--- config.mk ---
export PLATFORM = sky130hd
export DESIGN_NAME = fetch_sequencer_flat
export DESIGN_NICKNAME = d
export VERILOG_FILES = /design/src/rtl/fetch_sequencer_if.sv /design/src/rtl/fetch_sequencer.sv /design/src/flat_wrapper.sv
export SDC_FILE = /design/constraint.sdc
export NUM_CORES = 1
export LEC_CHECK = 0
export BUFFER_PORTS_ARGS = -buffer_cell sky130_fd_sc_hd__buf_2
export CAP_MARGIN = 5
export CORE_ASPECT_RATIO = 1.2
export CORE_MARGIN = 3
export CORE_UTILIZATION = 38
export CTS_CLUSTER_DIAMETER = 150
export CTS_CLUSTER_SIZE = 20
export DETAILED_ROUTE_END_ITERATION = 12
export PLACE_DENSITY = 0.83
export SETUP_SLACK_MARGIN = 0.02
export SYNTH_ARGS = -nofsm -noshare
export SYNTH_HDL_FRONTEND = slang
export SYNTH_SLANG_ARGS = --single-unit
--- constraint.sdc ---
create_clock -name Clk -period 1.56 [get_ports Clk]
set_input_delay 0.234 -clock Clk [delete_from_list [all_inputs] [get_ports Clk]]
set_output_delay 0.234 -clock Clk [all_outputs]
set_load 0.03 [all_outputs]
--- src/rtl/fetch_sequencer_if.sv ---
`default_nettype none
// ============================================================================
//  Module      : fetch_sequencer_if
//  Description : Bundles the fetch sequencer's control inputs (run, MFC,
//                exec_done, trap_ack) and its datapath enables/selects,
//                handshake flags and performance counters.
//                master : fetch sequencer side (drives enables/selects)
//                slave  : datapath / RAM / decode-execute side
//  Revision    : 1.0 - initial release
// ============================================================================
interface fetch_sequencer_if;
    // Control inputs to the sequencer
    logic        run;
    logic        MFC;
    logic        exec_done;
    logic        trap_ack;

    // Datapath enables and selects
    logic        MARE;
    logic [1:0]  MAR_SEL;
    logic        MFA;
    logic        MOP_SEL;
    logic [5:0]  OP1;
    logic        MDRE;
    logic [1:0]  MDR_SEL;
    logic        IRE;
    logic        PCE;
    logic        nPCE;
    logic [1:0]  nPC_SEL;
    logic        nPC_ADD;
    logic        nPC_ADDSEL;
    logic        tQE;
    logic [5:0]  tQ_IN;

    // Handshake / status
    logic        ir_valid;
    logic        fault;

    // Performance counters
    logic [31:0] fetch_count;
    logic [31:0] wait_count;

    modport master (
        input  run, MFC, exec_done, trap_ack,
        output MARE, MAR_SEL, MFA, MOP_SEL, OP1, MDRE, MDR_SEL,
               IRE, PCE, nPCE, nPC_SEL, nPC_ADD, nPC_ADDSEL,
               tQE, tQ_IN, ir_valid, fault, fetch_count, wait_count
    );

    modport slave (
        output run, MFC, exec_done, trap_ack,
        input  MARE, MAR_SEL, MFA, MOP_SEL, OP1, MDRE, MDR_SEL,
               IRE, PCE, nPCE, nPC_SEL, nPC_ADD, nPC_ADDSEL,
               tQE, tQ_IN, ir_valid, fault, fetch_count, wait_count
    );
endinterface
`default_nettype wire

--- src/rtl/fetch_sequencer.sv ---
`default_nettype none
// ============================================================================
//  Module      : fetch_sequencer
//  Description : Instruction-fetch control FSM upstream of the SPARC datapath.
//                Sequences MAR load, memory read request (with no-response
//                timeout), MDR/IR load and PC/nPC advance, then holds the
//                instruction (ir_valid) until exec_done. A timeout raises an
//                instruction-access trap (tQE with FAULT_TT) and waits in a
//                fault state for trap_ack.
//  Ports       : Clk    - system clock, rising edge
//                Reset  - synchronous active-high reset
//                bus    - fetch_sequencer_if.master (inputs run, MFC,
//                         exec_done, trap_ack; all enables/selects, ir_valid,
//                         fault, fetch_count, wait_count)
//  Options     : FETCH_PERF_EN - when defined, fetch_count/wait_count are
//                real counters; otherwise both are tied to zero.
//  Revision    : 1.0 - initial release
// ============================================================================
module fetch_sequencer #(
    parameter int unsigned TIMEOUT  = 16,      // 2..255 REQ cycles before fault
    parameter logic [5:0]  LD_OP    = 6'b000000,
    parameter logic [5:0]  FAULT_TT = 6'h01
) (
    input  wire logic          Clk,
    input  wire logic          Reset,
    fetch_sequencer_if.master  bus
);

    typedef enum logic [2:0] {
        ST_IDLE  = 3'd0,
        ST_MAR   = 3'd1,
        ST_REQ   = 3'd2,
        ST_IR    = 3'd3,
        ST_PC    = 3'd4,
        ST_HAND  = 3'd5,
        ST_TRAP  = 3'd6,
        ST_FWAIT = 3'd7
    } state_t;

    // Last REQ cycle index before the timeout fires (timer counts 0..TIMEOUT-1)
    localparam logic [7:0] c_timer_last = 8'(TIMEOUT - 1);

    state_t     r_state;
    state_t     w_state_nxt;
    logic [7:0] r_timer;
    logic [7:0] w_timer_nxt;

    // Registered Moore outputs, loaded from the decode of the next state so
    // they line up exactly with r_state.
    logic       r_mare;
    logic [1:0] r_mar_sel;
    logic       r_mfa;
    logic       r_mop_sel;
    logic       r_ire;
    logic       r_pce;
    logic       r_npce;
    logic       r_npc_add;
    logic       r_tqe;
    logic       r_ir_valid;
    logic       r_fault;

    // ------------------------------------------------------------------
    // Next-state and timer logic
    // ------------------------------------------------------------------
    always_comb begin
        w_state_nxt = ST_IDLE;
        w_timer_nxt = r_timer;
        case (r_state)
            ST_IDLE: begin
                w_state_nxt = bus.run ? ST_MAR : ST_IDLE;
            end
            ST_MAR: begin
                w_state_nxt = ST_REQ;
                w_timer_nxt = 8'd0;
            end
            ST_REQ: begin
                // MFC takes priority over the timeout on the final cycle
                if (bus.MFC) begin
                    w_state_nxt = ST_IR;
                end else if (r_timer == c_timer_last) begin
                    w_state_nxt = ST_TRAP;
                end else begin
                    w_state_nxt = ST_REQ;
                    w_timer_nxt = r_timer + 8'd1;
                end
            end
            ST_IR: begin
                w_state_nxt = ST_PC;
            end
            ST_PC: begin
                w_state_nxt = ST_HAND;
            end
            ST_HAND: begin
                if (bus.exec_done) begin
                    w_state_nxt = bus.run ? ST_MAR : ST_IDLE;
                end else begin
                    w_state_nxt = ST_HAND;
                end
            end
            ST_TRAP: begin
                w_state_nxt = ST_FWAIT;
            end
            ST_FWAIT: begin
                if (bus.trap_ack) begin
                    w_state_nxt = bus.run ? ST_MAR : ST_IDLE;
                end else begin
                    w_state_nxt = ST_FWAIT;
                end
            end
            default: begin
                w_state_nxt = ST_IDLE;
            end
        endcase
    end

    // ------------------------------------------------------------------
    // State, timer and registered output flops
    // ------------------------------------------------------------------
    always_ff @(posedge Clk) begin
        if (Reset) begin
            r_state    <= ST_IDLE;
            r_timer    <= 8'd0;
            r_mare     <= 1'b0;
            r_mar_sel  <= 2'b00;
            r_mfa      <= 1'b0;
            r_mop_sel  <= 1'b0;
            r_ire      <= 1'b0;
            r_pce      <= 1'b0;
            r_npce     <= 1'b0;
            r_npc_add  <= 1'b0;
            r_tqe      <= 1'b0;
            r_ir_valid <= 1'b0;
            r_fault    <= 1'b0;
        end else begin
            r_state    <= w_state_nxt;
            r_timer    <= w_timer_nxt;
            r_mare     <= (w_state_nxt == ST_MAR);
            r_mar_sel  <= (w_state_nxt == ST_MAR) ? 2'b01 : 2'b00;
            r_mfa      <= (w_state_nxt == ST_REQ);
            r_mop_sel  <= (w_state_nxt == ST_REQ);
            r_ire      <= (w_state_nxt == ST_IR);
            r_pce      <= (w_state_nxt == ST_PC);
            r_npce     <= (w_state_nxt == ST_PC);
            r_npc_add  <= (w_state_nxt == ST_PC);
            r_tqe      <= (w_state_nxt == ST_TRAP);
            r_ir_valid <= (w_state_nxt == ST_HAND);
            r_fault    <= (w_state_nxt == ST_FWAIT);
        end
    end

    // ------------------------------------------------------------------
    // Output drive
    // ------------------------------------------------------------------
    assign bus.MARE       = r_mare;
    assign bus.MAR_SEL    = r_mar_sel;
    assign bus.MFA        = r_mfa;
    assign bus.MOP_SEL    = r_mop_sel;
    assign bus.OP1        = LD_OP;
    // MDR captures the RAM word only in the REQ cycle where MFC arrives
    assign bus.MDRE       = (r_state == ST_REQ) && bus.MFC;
    assign bus.MDR_SEL    = 2'b00;
    assign bus.IRE        = r_ire;
    assign bus.PCE        = r_pce;
    assign bus.nPCE       = r_npce;
    // nPC mux selects the adder path, adder adds +4: PC<-nPC, nPC<-nPC+4
    assign bus.nPC_SEL    = 2'b00;
    assign bus.nPC_ADD    = r_npc_add;
    assign bus.nPC_ADDSEL = 1'b0;
    assign bus.tQE        = r_tqe;
    assign bus.tQ_IN      = FAULT_TT;
    assign bus.ir_valid   = r_ir_valid;
    assign bus.fault      = r_fault;

    // ------------------------------------------------------------------
    // Optional performance counters
    // ------------------------------------------------------------------
`ifdef FETCH_PERF_EN
    logic [31:0] r_fetch_count;
    logic [31:0] r_wait_count;

    always_ff @(posedge Clk) begin
        if (Reset) begin
            r_fetch_count <= 32'd0;
            r_wait_count  <= 32'd0;
        end else begin
            // IR always proceeds to PC, so an IR cycle is a completed fetch
            if (r_state == ST_IR) begin
                r_fetch_count <= r_fetch_count + 32'd1;
            end
            if ((r_state == ST_REQ) && !bus.MFC) begin
                r_wait_count <= r_wait_count + 32'd1;
            end
        end
    end

    assign bus.fetch_count = r_fetch_count;
    assign bus.wait_count  = r_wait_count;
`else
    assign bus.fetch_count = 32'd0;
    assign bus.wait_count  = 32'd0;
`endif

endmodule
`default_nettype wire

--- src/flat_wrapper.sv ---
// flat-port wrapper written by rule: the top's interface ports become plain ports
module fetch_sequencer_flat 
#(
    parameter int unsigned TIMEOUT  = 16,                                       
    parameter logic [5:0]  LD_OP    = 6'b000000,
    parameter logic [5:0]  FAULT_TT = 6'h01
)
  (Clk, Reset, bus_run, bus_MFC, bus_exec_done, bus_trap_ack, bus_MARE, bus_MAR_SEL, bus_MFA, bus_MOP_SEL, bus_OP1, bus_MDRE, bus_MDR_SEL, bus_IRE, bus_PCE, bus_nPCE, bus_nPC_SEL, bus_nPC_ADD, bus_nPC_ADDSEL, bus_tQE, bus_tQ_IN, bus_ir_valid, bus_fault, bus_fetch_count, bus_wait_count);
  fetch_sequencer_if bus_i ();
  input  wire logic Clk;
  input  wire logic Reset;
  input wire logic [$bits(bus_i.run)-1:0] bus_run;
  input wire logic [$bits(bus_i.MFC)-1:0] bus_MFC;
  input wire logic [$bits(bus_i.exec_done)-1:0] bus_exec_done;
  input wire logic [$bits(bus_i.trap_ack)-1:0] bus_trap_ack;
  output wire logic [$bits(bus_i.MARE)-1:0] bus_MARE;
  output wire logic [$bits(bus_i.MAR_SEL)-1:0] bus_MAR_SEL;
  output wire logic [$bits(bus_i.MFA)-1:0] bus_MFA;
  output wire logic [$bits(bus_i.MOP_SEL)-1:0] bus_MOP_SEL;
  output wire logic [$bits(bus_i.OP1)-1:0] bus_OP1;
  output wire logic [$bits(bus_i.MDRE)-1:0] bus_MDRE;
  output wire logic [$bits(bus_i.MDR_SEL)-1:0] bus_MDR_SEL;
  output wire logic [$bits(bus_i.IRE)-1:0] bus_IRE;
  output wire logic [$bits(bus_i.PCE)-1:0] bus_PCE;
  output wire logic [$bits(bus_i.nPCE)-1:0] bus_nPCE;
  output wire logic [$bits(bus_i.nPC_SEL)-1:0] bus_nPC_SEL;
  output wire logic [$bits(bus_i.nPC_ADD)-1:0] bus_nPC_ADD;
  output wire logic [$bits(bus_i.nPC_ADDSEL)-1:0] bus_nPC_ADDSEL;
  output wire logic [$bits(bus_i.tQE)-1:0] bus_tQE;
  output wire logic [$bits(bus_i.tQ_IN)-1:0] bus_tQ_IN;
  output wire logic [$bits(bus_i.ir_valid)-1:0] bus_ir_valid;
  output wire logic [$bits(bus_i.fault)-1:0] bus_fault;
  output wire logic [$bits(bus_i.fetch_count)-1:0] bus_fetch_count;
  output wire logic [$bits(bus_i.wait_count)-1:0] bus_wait_count;
  assign bus_i.run = bus_run;
  assign bus_i.MFC = bus_MFC;
  assign bus_i.exec_done = bus_exec_done;
  assign bus_i.trap_ack = bus_trap_ack;
  assign bus_MARE = bus_i.MARE;
  assign bus_MAR_SEL = bus_i.MAR_SEL;
  assign bus_MFA = bus_i.MFA;
  assign bus_MOP_SEL = bus_i.MOP_SEL;
  assign bus_OP1 = bus_i.OP1;
  assign bus_MDRE = bus_i.MDRE;
  assign bus_MDR_SEL = bus_i.MDR_SEL;
  assign bus_IRE = bus_i.IRE;
  assign bus_PCE = bus_i.PCE;
  assign bus_nPCE = bus_i.nPCE;
  assign bus_nPC_SEL = bus_i.nPC_SEL;
  assign bus_nPC_ADD = bus_i.nPC_ADD;
  assign bus_nPC_ADDSEL = bus_i.nPC_ADDSEL;
  assign bus_tQE = bus_i.tQE;
  assign bus_tQ_IN = bus_i.tQ_IN;
  assign bus_ir_valid = bus_i.ir_valid;
  assign bus_fault = bus_i.fault;
  assign bus_fetch_count = bus_i.fetch_count;
  assign bus_wait_count = bus_i.wait_count;
  fetch_sequencer #(.TIMEOUT(TIMEOUT), .LD_OP(LD_OP), .FAULT_TT(FAULT_TT)) u_core (.Clk(Clk), .Reset(Reset), .bus(bus_i));
endmodule
* Yosys cells after proc, flatten, opt, wreduce, memory -nomap -nowiden
Cells that the tools add are included.
** Storage, ports and cells
- Bits in registers :: 20
- Output and inout port bits :: 94
- Word-level logic and storage cells :: 42
** Operators by class
- Add/sub/neg operators :: 1
- Equal/unequal tests :: 17
- Mux-type cells :: 10
- Reductions and logical operators :: 4
** Operators with widths (number)
- equality test 3 bit (second input constant) :: 8
- one-hot mux 3 bit (8 select lines) :: 1
- 2-to-1 mux 8 bit :: 2
- one-hot mux 8 bit (2 select lines) :: 1
- equality test 3 x 2 -> 1 bit (second input constant) :: 4
- 2-to-1 mux 3 bit :: 4
- adder 8 x 1 -> 8 bit (second input constant) :: 1
- equality test 8 x 4 -> 1 bit (second input constant) :: 1
- equality test 3 x 1 -> 1 bit (second input constant) :: 2
- != test 2 bit (second input constant) :: 2
- zero test 3 bit :: 1
- AND reduction 3 bit :: 1
- 2-to-1 mux 1 bit :: 2
- nonzero test 2 bit :: 1
- logical AND 1 bit :: 1

* Longest topological paths before layout
Gate-level depths: netlist (run 1).
- Word-level depth :: 6
- Gate-level depth with buffers :: 6
- Depth with buffers taken out :: 5

* Worst setup path after synthesis (run 1)
Ideal clock, no wire load.
- Path kind :: register -> output
- From :: reg u_core.r_state[2]
- To :: out bus_MDRE
- Data arrival time :: 1.437 ns
- Required time :: 1.326 ns
- Path slack :: -0.111 ns
- Cell stages (with the launch flop) :: 3
- Buffers on the path :: 1
- Cells stage by stage :: dfxtp_1 buf_2 nor4bb_1
** Between the ends
- Word-level cells in the longest chain between the ends :: 2
** RTL lines
- start: declaration :: RTL line fetch_sequencer.sv:43 : state_t r_state;
- start signal: assignment :: RTL line fetch_sequencer.sv:135 : r_state <= w_state_nxt;
- equality test 3 x 2 -> 1 bit :: RTL line fetch_sequencer.sv:160 : assign bus.MDRE = (r_state == ST_REQ) && bus.MFC;
- logical AND 1 bit :: RTL line fetch_sequencer.sv:160
- end: declaration :: RTL line flat_wrapper.sv:21 : output wire logic [$bits(bus_i.MDRE)-1:0] bus_MDRE;
No other way between the ends.

* Final worst setup path (run 1)
- From :: reg u_core.r_timer[7]
- To :: reg u_core.r_timer[3]
** Between the ends
- Word-level cells in the longest chain between the ends :: 3
** RTL lines
- start: declaration :: RTL line fetch_sequencer.sv:45 : logic [7:0] r_timer;
- start signal: assignment :: RTL line fetch_sequencer.sv:136 : r_timer <= w_timer_nxt;
- equality test 8 x 4 -> 1 bit :: RTL line fetch_sequencer.sv:80 : end else if (r_timer == c_timer_last) begin
- != test 2 bit (no source line)
- AND reduction 3 bit (no source line)
No other way between the ends.
A chain may end at the register's enable or synchronous reset.

==> metrics.txt, run 1 <==
Tot Pwr=1.30 mW; CP Class=reg2reg; drt wl/cell=10.5 um; antenna violations before repair=0; non-filler cells, final=250; synth-to-layout area growth=-0.325%; Setup TNS Final=0 ps; TritonCTS buffer count=3; die area=0.00485 mm2; Worst EP arrival=1660 ps; maximum clock frequency=664 MHz; clock root buffer=clkbuf_8; Leak=0.722 nW; fin util=0.408; global-route wire length before repair=3500 um; critical path data required time=1720 ps; DP Area=0.00140 mm2; drt pass-1 iters=4; RePlAce Congestion=0.803; Clock power frac=0.295; top cell type's share of synthesized area=0.420; DR iter-0 viols=45; clock skew=5.00 ps; dominant cells by area after synthesis=buf_4 42%, dfxtp_1 23%, a2111oi_4 5.4%; crit path time final=1510 ps; vias per inst=3.88; DRC errors left=0; switching share of power=0.414; unique cell type count in the Yosys netlist=39; post-CTS setup buffer count=0; detailed-route via count=970; Slew Viols, Final=0; CTS max path bufs=2; Chip Height=75.7 um; fraction of layout cells with a size suffix above 1=0.288; Final Cycle Share=0.965; FF+latch count, synth=18; CTS HTree Levels=1; leading area contributor after synthesis=buf_4; DRT antenna net count=0; hold_ws=241 ps; Place WS=-12.1 ps; dpl hpwl=1980 um; Setup-failing EPs final=0; synthesized instance count=177; DP Cell Count=246; Row Count=24; total clock sinks=18; most frequent cells in the layout=82 x conb_1, 16 x buf_2, 12 x dfxtp_1, 9 x buf_4, 8 x nor2_1; register area share after synthesis=0.234; # IOs=100; post-synthesis cell area=0.00154 mm2; vias in the first global route=802; NumNets Final=206; CTS tree=built; outcome=complete, no violations; RSZ-0062 raised after global routing=yes; starting density of the core=0.410; Fin. Hold Viols=0; Sw Pwr=0.540 mW; Final Instance Area=0.00153 mm2; power density cells=851 mW/mm2; largest fanout on the critical path=3; commonest non-fill, non-tap cell in the layout=conb_1; total grt overflow=0; final WL=2620 um; HP Class=in2reg; clock slew at reported path FFs=70 ps; synthesized area per cell=8.69 um2; Critical Path Source Type=flop; Power Internal=0.765 mW; die width=64.1 um; nature of the critical path endpoint=flop; diodes inserted=0; Total GRT Usage=0.0913; Comb power frac=0.332; worst skew pair latency=260 ps; Max VDD drop=0.000288 V; Seq pwr share=0.373; YS warnings=0; final worst slack=54.7 ps; PortBufs=17; max-cap viol count=0; CORE AREA=0.00375 mm2; largest net degree at the start of global routing=11
[what timing repair did]
| action | CTS | global route |
|---|---|---|
| gates resized for setup | 4 | 19 |
| pin swaps | 2 | 12 |
| hold buffers | 0 | 0 |
| endpoints found under the setup margin | 4 | 12 |
[registers in the layout, indices dropped and copies added (netlist names)]
register and flops:
u_core.bus.IRE 1, u_core.bus.MAR_SEL 1, u_core.bus.MFA 1, u_core.bus.fault 1, u_core.bus.ir_valid 1, u_core.bus.nPC_ADD 1
u_core.bus.tQE 1, u_core.r_state 3, u_core.r_timer 8
[worst paths after layout]
kind / cells after the start / slack, ps / startpoint / end
setup / recovery: 4 / 50 / u_core.r_timer[7]$_SDFFE_PP0P_ / u_core.r_timer[3]$_SDFFE_PP0P_
hold / removal: 2 / 240 / Reset / u_core.r_timer[2]$_SDFFE_PP0P_
setup reg to reg: 4 / 50 / u_core.r_timer[7]$_SDFFE_PP0P_ / u_core.r_timer[3]$_SDFFE_PP0P_
hold reg to reg: 1 / 490 / u_core.r_state[2]$_SDFF_PP0_ / u_core.bus.MFA$_SDFF_PP0_
[cell type report]
type                    instances  area [um2]
fillers                       386        2220
clock buffers                   4        55.1
inverters                       4        15.0
well taps                      52        65.1
repair buffers                 26         159
multi-input cells             146         866
flip-flops and latches         18         373
[cell usage after synthesis]
cell type  instances
buf_4             86
dfxtp_1           18
nor2_1             8
nand2_1            6
a21oi_1            4
inv_1              4
nor3_1             4
a2111oi_4          3
nand3_1            3
o21ai_0            3
xnor2_1            3
and3_1             2
buf_2              2
conb_1             2
mux2i_1            2
o211ai_1           2
or3_1              2
xor2_1             2
a211oi_1           1
a21o_1             1
a22o_1             1
a31o_2             1
buf_6              1
ha_1               1
nand2b_1           1
nand3b_1           1
nand4_1            1
nand4b_1           1
nor2_2             1
nor3b_1            1
nor4_1             1
nor4b_4            1
nor4bb_1           1
o21ai_2            1
o221ai_1           1
or2_2              1
or2b_2             1
or3b_4             1
or4_1              1
[worst max-delay path, cell delays in order (launching register included)]
cell	delay, ps
dfxtp_4	370
or4_4	570
o211ai_1	240
xor2_1	160
nor2_1	50
[logic make-up (layout without fill, tap and decap cells)]
| family | Yosys count | count (layout) | synth area share |
|---|---|---|---|
| compound gates | 18 | 18 | 0.119 |
| simple gates | 38 | 38 | 0.149 |
| mux | 2 | 2 | 0.0130 |
| fa+ha+maj | 1 | 1 | 0.00814 |
| buf+inv | 93 | 34 | 0.443 |
| other cells | 2 | 82 | 0.00488 |
| flops | 18 | 18 | 0.234 |
| xor+xnor | 5 | 5 | 0.0285 |
[metal layers]
| metal | track usage | part of all wire | vias up | routed length, um |
|---|---|---|---|---|
| met5 | 0 | 0 | - | 0 |
| met1 | 0.0889 | 0.31 | 441 | 801 |
| met4 | 0.0576 | 0.021 | 0 | 55 |
| met3 | 0.00590 | 0.088 | 5 | 230 |
| met2 | 0.187 | 0.58 | 64 | 1530 |
| li1 | - | - | 460 | - |
[power by group through the flow]
| stage | combinational [mW] | clock (mW) | sequential (mW) |
|---|---|---|---|
| after floorplan | 0.517 | 0 | 0.509 |
| after global placement | 0.408 | 0 | 0.496 |
| after detailed placement | 0.410 | 0 | 0.497 |
| after CTS | 0.411 | 0.381 | 0.488 |
| after global routing | 0.457 | 0.411 | 0.488 |
| final | 0.433 | 0.386 | 0.486 |
Note: power is estimated with default switching activity, not from simulation.
==> run 2: changes to the inputs <==
--- a/config.mk
+++ b/config.mk
@@ -5,15 +5,16 @@
 export SDC_FILE = /design/constraint.sdc
 export NUM_CORES = 1
 export LEC_CHECK = 0
-export BUFFER_PORTS_ARGS = -buffer_cell sky130_fd_sc_hd__buf_2
 export CAP_MARGIN = 5
 export CORE_ASPECT_RATIO = 1.2
 export CORE_MARGIN = 3
-export CORE_UTILIZATION = 38
+export CORE_UTILIZATION = 54
+export CTS_BUF_LIST = sky130_fd_sc_hd__clkbuf_8
 export CTS_CLUSTER_DIAMETER = 150
 export CTS_CLUSTER_SIZE = 20
 export DETAILED_ROUTE_END_ITERATION = 12
-export PLACE_DENSITY = 0.83
+export DONT_BUFFER_PORTS = 1
+export PLACE_DENSITY_LB_ADDON = 0.2
 export SETUP_SLACK_MARGIN = 0.02
 export SYNTH_ARGS = -nofsm -noshare
 export SYNTH_HDL_FRONTEND = slang
==> run 2 against run 1 <==
Clock-buffer cell count stayed put. Setup slack better by 1.2 ps. Critical path depth stayed put. Worst hold slack worse by 210 ps. Sequential share of layout area is 1.3 points higher. Power is 2.6% lower. Critical path type unchanged. Largest cell class unchanged.
==> metrics.txt, run 2 (synthesis results as in run 1) <==
outcome=complete, no violations; final WL=2290 um; Worst EP arrival=1660 ps; Row Count=20; HP Class=in2reg; final worst slack=55.9 ps; Regs by FF count=u_core.r_timer (8), u_core.r_state (3); Largest stage delay, worst path=450 ps; fin util=0.539; crit path time final=1500 ps; Setup-failing EPs final=0; maximum clock frequency=665 MHz; total clock sinks=18; DRC errors left=0; DRT antenna net count=0; die width=54.7 um; CTS tree=built; most frequent cells in the layout=82 x conb_1, 16 x dfxtp_1, 14 x buf_4, 7 x nor2_1, 6 x nand2_1; Leak=0.649 nW; clock skew=1.36 ps; critical path data required time=1710 ps; CTS max path bufs=2; Critical Path Source Type=flop; starting density of the core=0.585; largest net degree at the start of global routing=11; clock root buffer=clkbuf_8; vias per inst=4.22; worst skew pair latency=250 ps; max reg flops=8; Rel. slew slack=0.623; Crit. Startpoint=u_core.r_state[0]$_SDFF_PP0_; max-cap viol count=0; diodes inserted=0; DR iter-0 viols=17; worst r2r path cells=4; largest fanout on the critical path=4; detailed-route via count=925; fraction of layout cells with a size suffix above 1=0.199; drt wl/cell=10.4 um; Largest Register=u_core.r_timer; # IOs=100; Total GRT Usage=0.115; HP Start=Reset; power density cells=898 mW/mm2; CORE AREA=0.00263 mm2; clock slew at reported path FFs=70 ps; RePlAce Congestion=0.787; Chip Height=64.5 um; nature of the critical path endpoint=flop; RSZ-0062 raised after global routing=yes; die area=0.00353 mm2; NumNets Final=194; Max VDD drop=0.000364 V; total grt overflow=0; Worst R2R Start=u_core.r_state[0]$_SDFF_PP0_; Place WS=28.1 ps; Fin. Hold Viols=0; Setup TNS Final=0 ps; vias in the first global route=723; antenna violations before repair=0; Slew Viols, Final=0; global-route wire length before repair=3100 um; synth-to-layout area growth=-7.89%; Final Cycle Share=0.964; PortBufs=0; dpl hpwl=1810 um; critical path cell sequence=or3b_4, a2111oi_4, xnor2_1, nor2_2; Worst Tran Pin Value=565 ps; drt pass-1 iters=4; commonest non-fill, non-tap cell in the layout=conb_1; CTS HTree Levels=1; worst hold stages=1; Tot Pwr=1.27 mW; CP Class=reg2reg; Critical-path top delay cell=or3b_4; TritonCTS buffer count=3; hold buffer count at CTS=0
[run 2: worst max-delay path: cells and delay by family (launching register included)]
family           cells  cell delay, ps
AND/OR/NAND/NOR      2             490
AO/OA/AOI/OAI        1             380
flip-flops           1             350
XOR/XNOR             1             180
[run 2: final cells by class]
| class | instances | area (um2) |
|---|---|---|
| multi-input cells | 146 | 837 |
| inverters | 4 | 15.0 |
| well taps | 33 | 41.3 |
| fillers | 265 | 1210 |
| flip-flops and latches | 18 | 363 |
| repair buffers | 14 | 105 |
| clock buffers | 4 | 55.1 |
[run 2: through the flow]
step / instance area, um2 / std cells / hold WS, ps
finish: 1420 / 219 / 35.5
global route: 1420 / 219 / 31.1
CTS: 1350 / 215 / 37.1
detailed placement: 1290 / 211 / 308
global placement: 1290 / 211 / 308
floorplan: 1840 / 257 / 303
[run 2: metal layers]
layer | GRT usage | up-vias | part of all wire
met5 | 0 | - | 0
met4 | 0.0467 | 0 | 0.014
met3 | 0.00920 | 5 | 0.11
met2 | 0.189 | 64 | 0.51
met1 | 0.150 | 421 | 0.37
li1 | - | 435 | -
[run 2: final timing paths]
kind | slack (ps) | endpoint
setup / recovery | 60 | u_core.r_timer[7]$_SDFFE_PP0P_
hold / removal | 40 | u_core.r_state[1]$_SDFF_PP0_
setup reg to reg | 60 | u_core.r_timer[7]$_SDFFE_PP0P_
hold reg to reg | 570 | u_core.r_timer[2]$_SDFFE_PP0P_
[run 2: timing repair]
item,CTS,global route
buffers inserted,0,4
gates resized for setup,1,9
pin swaps,2,5
setup endpoints to repair,3,12
[run 2: power breakdown]
group | switching, mW | total [mW] | leakage [nW] | internal (mW)
registers | 0.0343 | 0.509 | 0.147 | 0.474
logic | 0.326 | 0.380 | 0.474 | 0.0535
clock network | 0.158 | 0.383 | 0.0288 | 0.224
==> run 3: changes to the inputs <==
--- a/config.mk
+++ b/config.mk
@@ -6,7 +6,6 @@
 export NUM_CORES = 1
 export LEC_CHECK = 0
 export CAP_MARGIN = 5
-export CORE_ASPECT_RATIO = 1.2
 export CORE_MARGIN = 3
 export CORE_UTILIZATION = 54
 export CTS_BUF_LIST = sky130_fd_sc_hd__clkbuf_8
@@ -14,6 +13,7 @@
 export CTS_CLUSTER_SIZE = 20
 export DETAILED_ROUTE_END_ITERATION = 12
 export DONT_BUFFER_PORTS = 1
+export GPL_TIMING_DRIVEN = 0
 export PLACE_DENSITY_LB_ADDON = 0.2
 export SETUP_SLACK_MARGIN = 0.02
 export SYNTH_ARGS = -nofsm -noshare
==> run 3 against run 2 <==
The run now ends with negative setup slack left. Global-route usage grew 2.3 points. Sequential share of layout area shrank 7.7 points. Design area grew 44%. Clock-buffer cell count is the same. Routed wire length grew 17%. Combinational power grew 47%. Setup slack lost 62 ps. Core utilization grew 25 points. Worst hold slack lost 3.1 ps. First-iteration DRC count grew 59%. Sequential power shrank 1%. Clock power is essentially flat. Critical path type unchanged. Largest power group is now combinational logic.
==> metrics.txt, run 3 (synthesis results as in run 1) <==
max reg flops=8; power density cells=711 mW/mm2; CP Class=reg2reg; global-route wire length before repair=3820 um; die area=0.00352 mm2; Fin. Hold Viols=0; Slew Viols, Final=0; vias per inst=3.74; Critical-path top delay cell=or3_4; starting density of the core=0.594; total clock sinks=18; outcome=complete, but fails checks; CORE AREA=0.00259 mm2; largest fanout on the critical path=6; drt wl/cell=9.03 um; die width=59.4 um; largest net degree at the start of global routing=11; CTS tree=built; Final Cycle Share=1.00; commonest non-fill, non-tap cell in the layout=buf_4; switching share of power=0.381; Row Count=18; hold buffer count at CTS=0; final worst slack=-5.78 ps; HP Class=in2reg; max-cap viol count=0; Leak=1.09 nW; Place WS=-95.3 ps; nature of the critical path endpoint=flop; Chip Height=59.4 um; RePlAce Congestion=0.790; dpl hpwl=2040 um; vias in the first global route=937; CTS HTree Levels=1; total grt overflow=0; synth-to-layout area growth=32.5%; Crit path max-delay family=simple AND/OR/NAND/NOR gates; DRC errors left=0; worst skew pair latency=260 ps; most frequent cells in the layout=91 x buf_4, 82 x conb_1, 14 x dfxtp_1, 7 x nor2_1, 6 x nand2_1; drt pass-1 iters=4; CTS max path bufs=2; NumNets Final=274; Worst Tran Pin Value=501 ps; Worst R2R Setup Slack=-6 ps; RSZ-0062 raised after global routing=yes; final WL=2670 um; Sw Pwr=0.552 mW; Rel. slew slack=0.666; Seq pwr share=0.347; Total GRT Usage=0.138; DP Cell Count=287; Max VDD drop=0.000746 V; failing checks=negative setup slack; Largest Register=u_core.r_timer; CP Buf/Inv Count=2; crit path time final=1570 ps; clock root buffer=clkbuf_8; maximum clock frequency=639 MHz; non-filler cells, final=296; DRT antenna net count=0; DR iter-0 viols=27; fraction of layout cells with a size suffix above 1=0.455; TritonCTS buffer count=3; Power Internal=0.897 mW; Regs by FF count=u_core.r_timer (8), u_core.r_state (3); PortBufs=0; detailed-route via count=1107; Largest stage delay, worst path=370 ps; antenna violations before repair=0; clock skew=3.65 ps; critical path data required time=1750 ps; Setup-failing EPs final=2; Worst EP arrival=1760 ps; Comb power frac=0.386; Critical Path Source Type=flop; clock slew at reported path FFs=70 ps; critical path cell sequence=buf_6, nor4b_4, buf_4, o21ai_4, or3_4, a21oi_2; diodes inserted=0; Clock power frac=0.267; # IOs=100
-- run 3: cell count changes in the layout (fill, tap and decap cells not counted), sizes merged --
| cell | before | now |
|---|---|---|
| buf | 14 | 94 |
-- run 3: repair_timing --
| action | in CTS | in global routing |
|---|---|---|
| gates resized for setup | 5 | 13 |
| setup buffers | 2 | 3 |
| pin swaps | 6 | 6 |
| setup endpoints to repair | 11 | 11 |
-- run 3: power by group through the flow --
stage | Combinational (mW) | Clock (mW) | Sequential (mW)
after CTS | 0.541 | 0.395 | 0.503
after global routing | 0.594 | 0.411 | 0.505
final | 0.559 | 0.386 | 0.504
after floorplan | 0.517 | 0 | 0.509
after global placement | 0.530 | 0 | 0.511
after detailed placement | 0.532 | 0 | 0.511
-- run 3: metal layers --
metal / routed length (um) / vias to the layer above / track usage / part of all wire
met3: 303 / 5 / 0.0218 / 0.11
met2: 1320 / 68 / 0.229 / 0.49
li1: - / 595 / - / -
met5: 0 / - / 0 / 0
met1: 998 / 439 / 0.173 / 0.37
met4: 49 / 0 / 0.0680 / 0.018
-- run 3: worst register-to-register path, delay by kind of cell (launching register included) --
| family | cells | cell delay, ps |
|---|---|---|
| simple gates | 2 | 680 |
| compound gates | 2 | 200 |
| buf+inv | 2 | 320 |
| flops | 1 | 310 |
-- run 3: final cells by class --
type	count	area (um2)
flip-flops and latches	18	365
inverters	4	15.0
fillers	178	552
multi-input cells	146	855
well taps	30	37.5
clock buffers	4	55.1
plain buffers	89	673
repair buffers	5	37.5
-- run 3: metrics by stage --
stage	total power, mW	TNS, ps	utilization	area (um2)	hold slack (ps)
after detailed placement	1.04	-575	0.727	1880	307
final	1.45	-10.3	0.787	2040	32.4
after global placement	1.04	-488	0.727	1880	308
after floorplan	1.03	0	-	1840	303
after global routing	1.51	-302	0.787	2040	24.8
after CTS	1.44	0	0.760	1970	29.9
-- run 3: final timing paths --
kind | end | startpoint | depth (start not counted)
setup / recovery | u_core.r_timer[2]$_SDFFE_PP0P_ | u_core.r_state[2]$_SDFF_PP0_ | 6
setup reg to reg | u_core.r_timer[2]$_SDFFE_PP0P_ | u_core.r_state[2]$_SDFF_PP0_ | 6
hold reg to reg | u_core.r_timer[1]$_SDFFE_PP0P_ | u_core.r_timer[1]$_SDFFE_PP0P_ | 2
hold / removal | u_core.r_timer[2]$_SDFFE_PP0P_ | Reset | 1
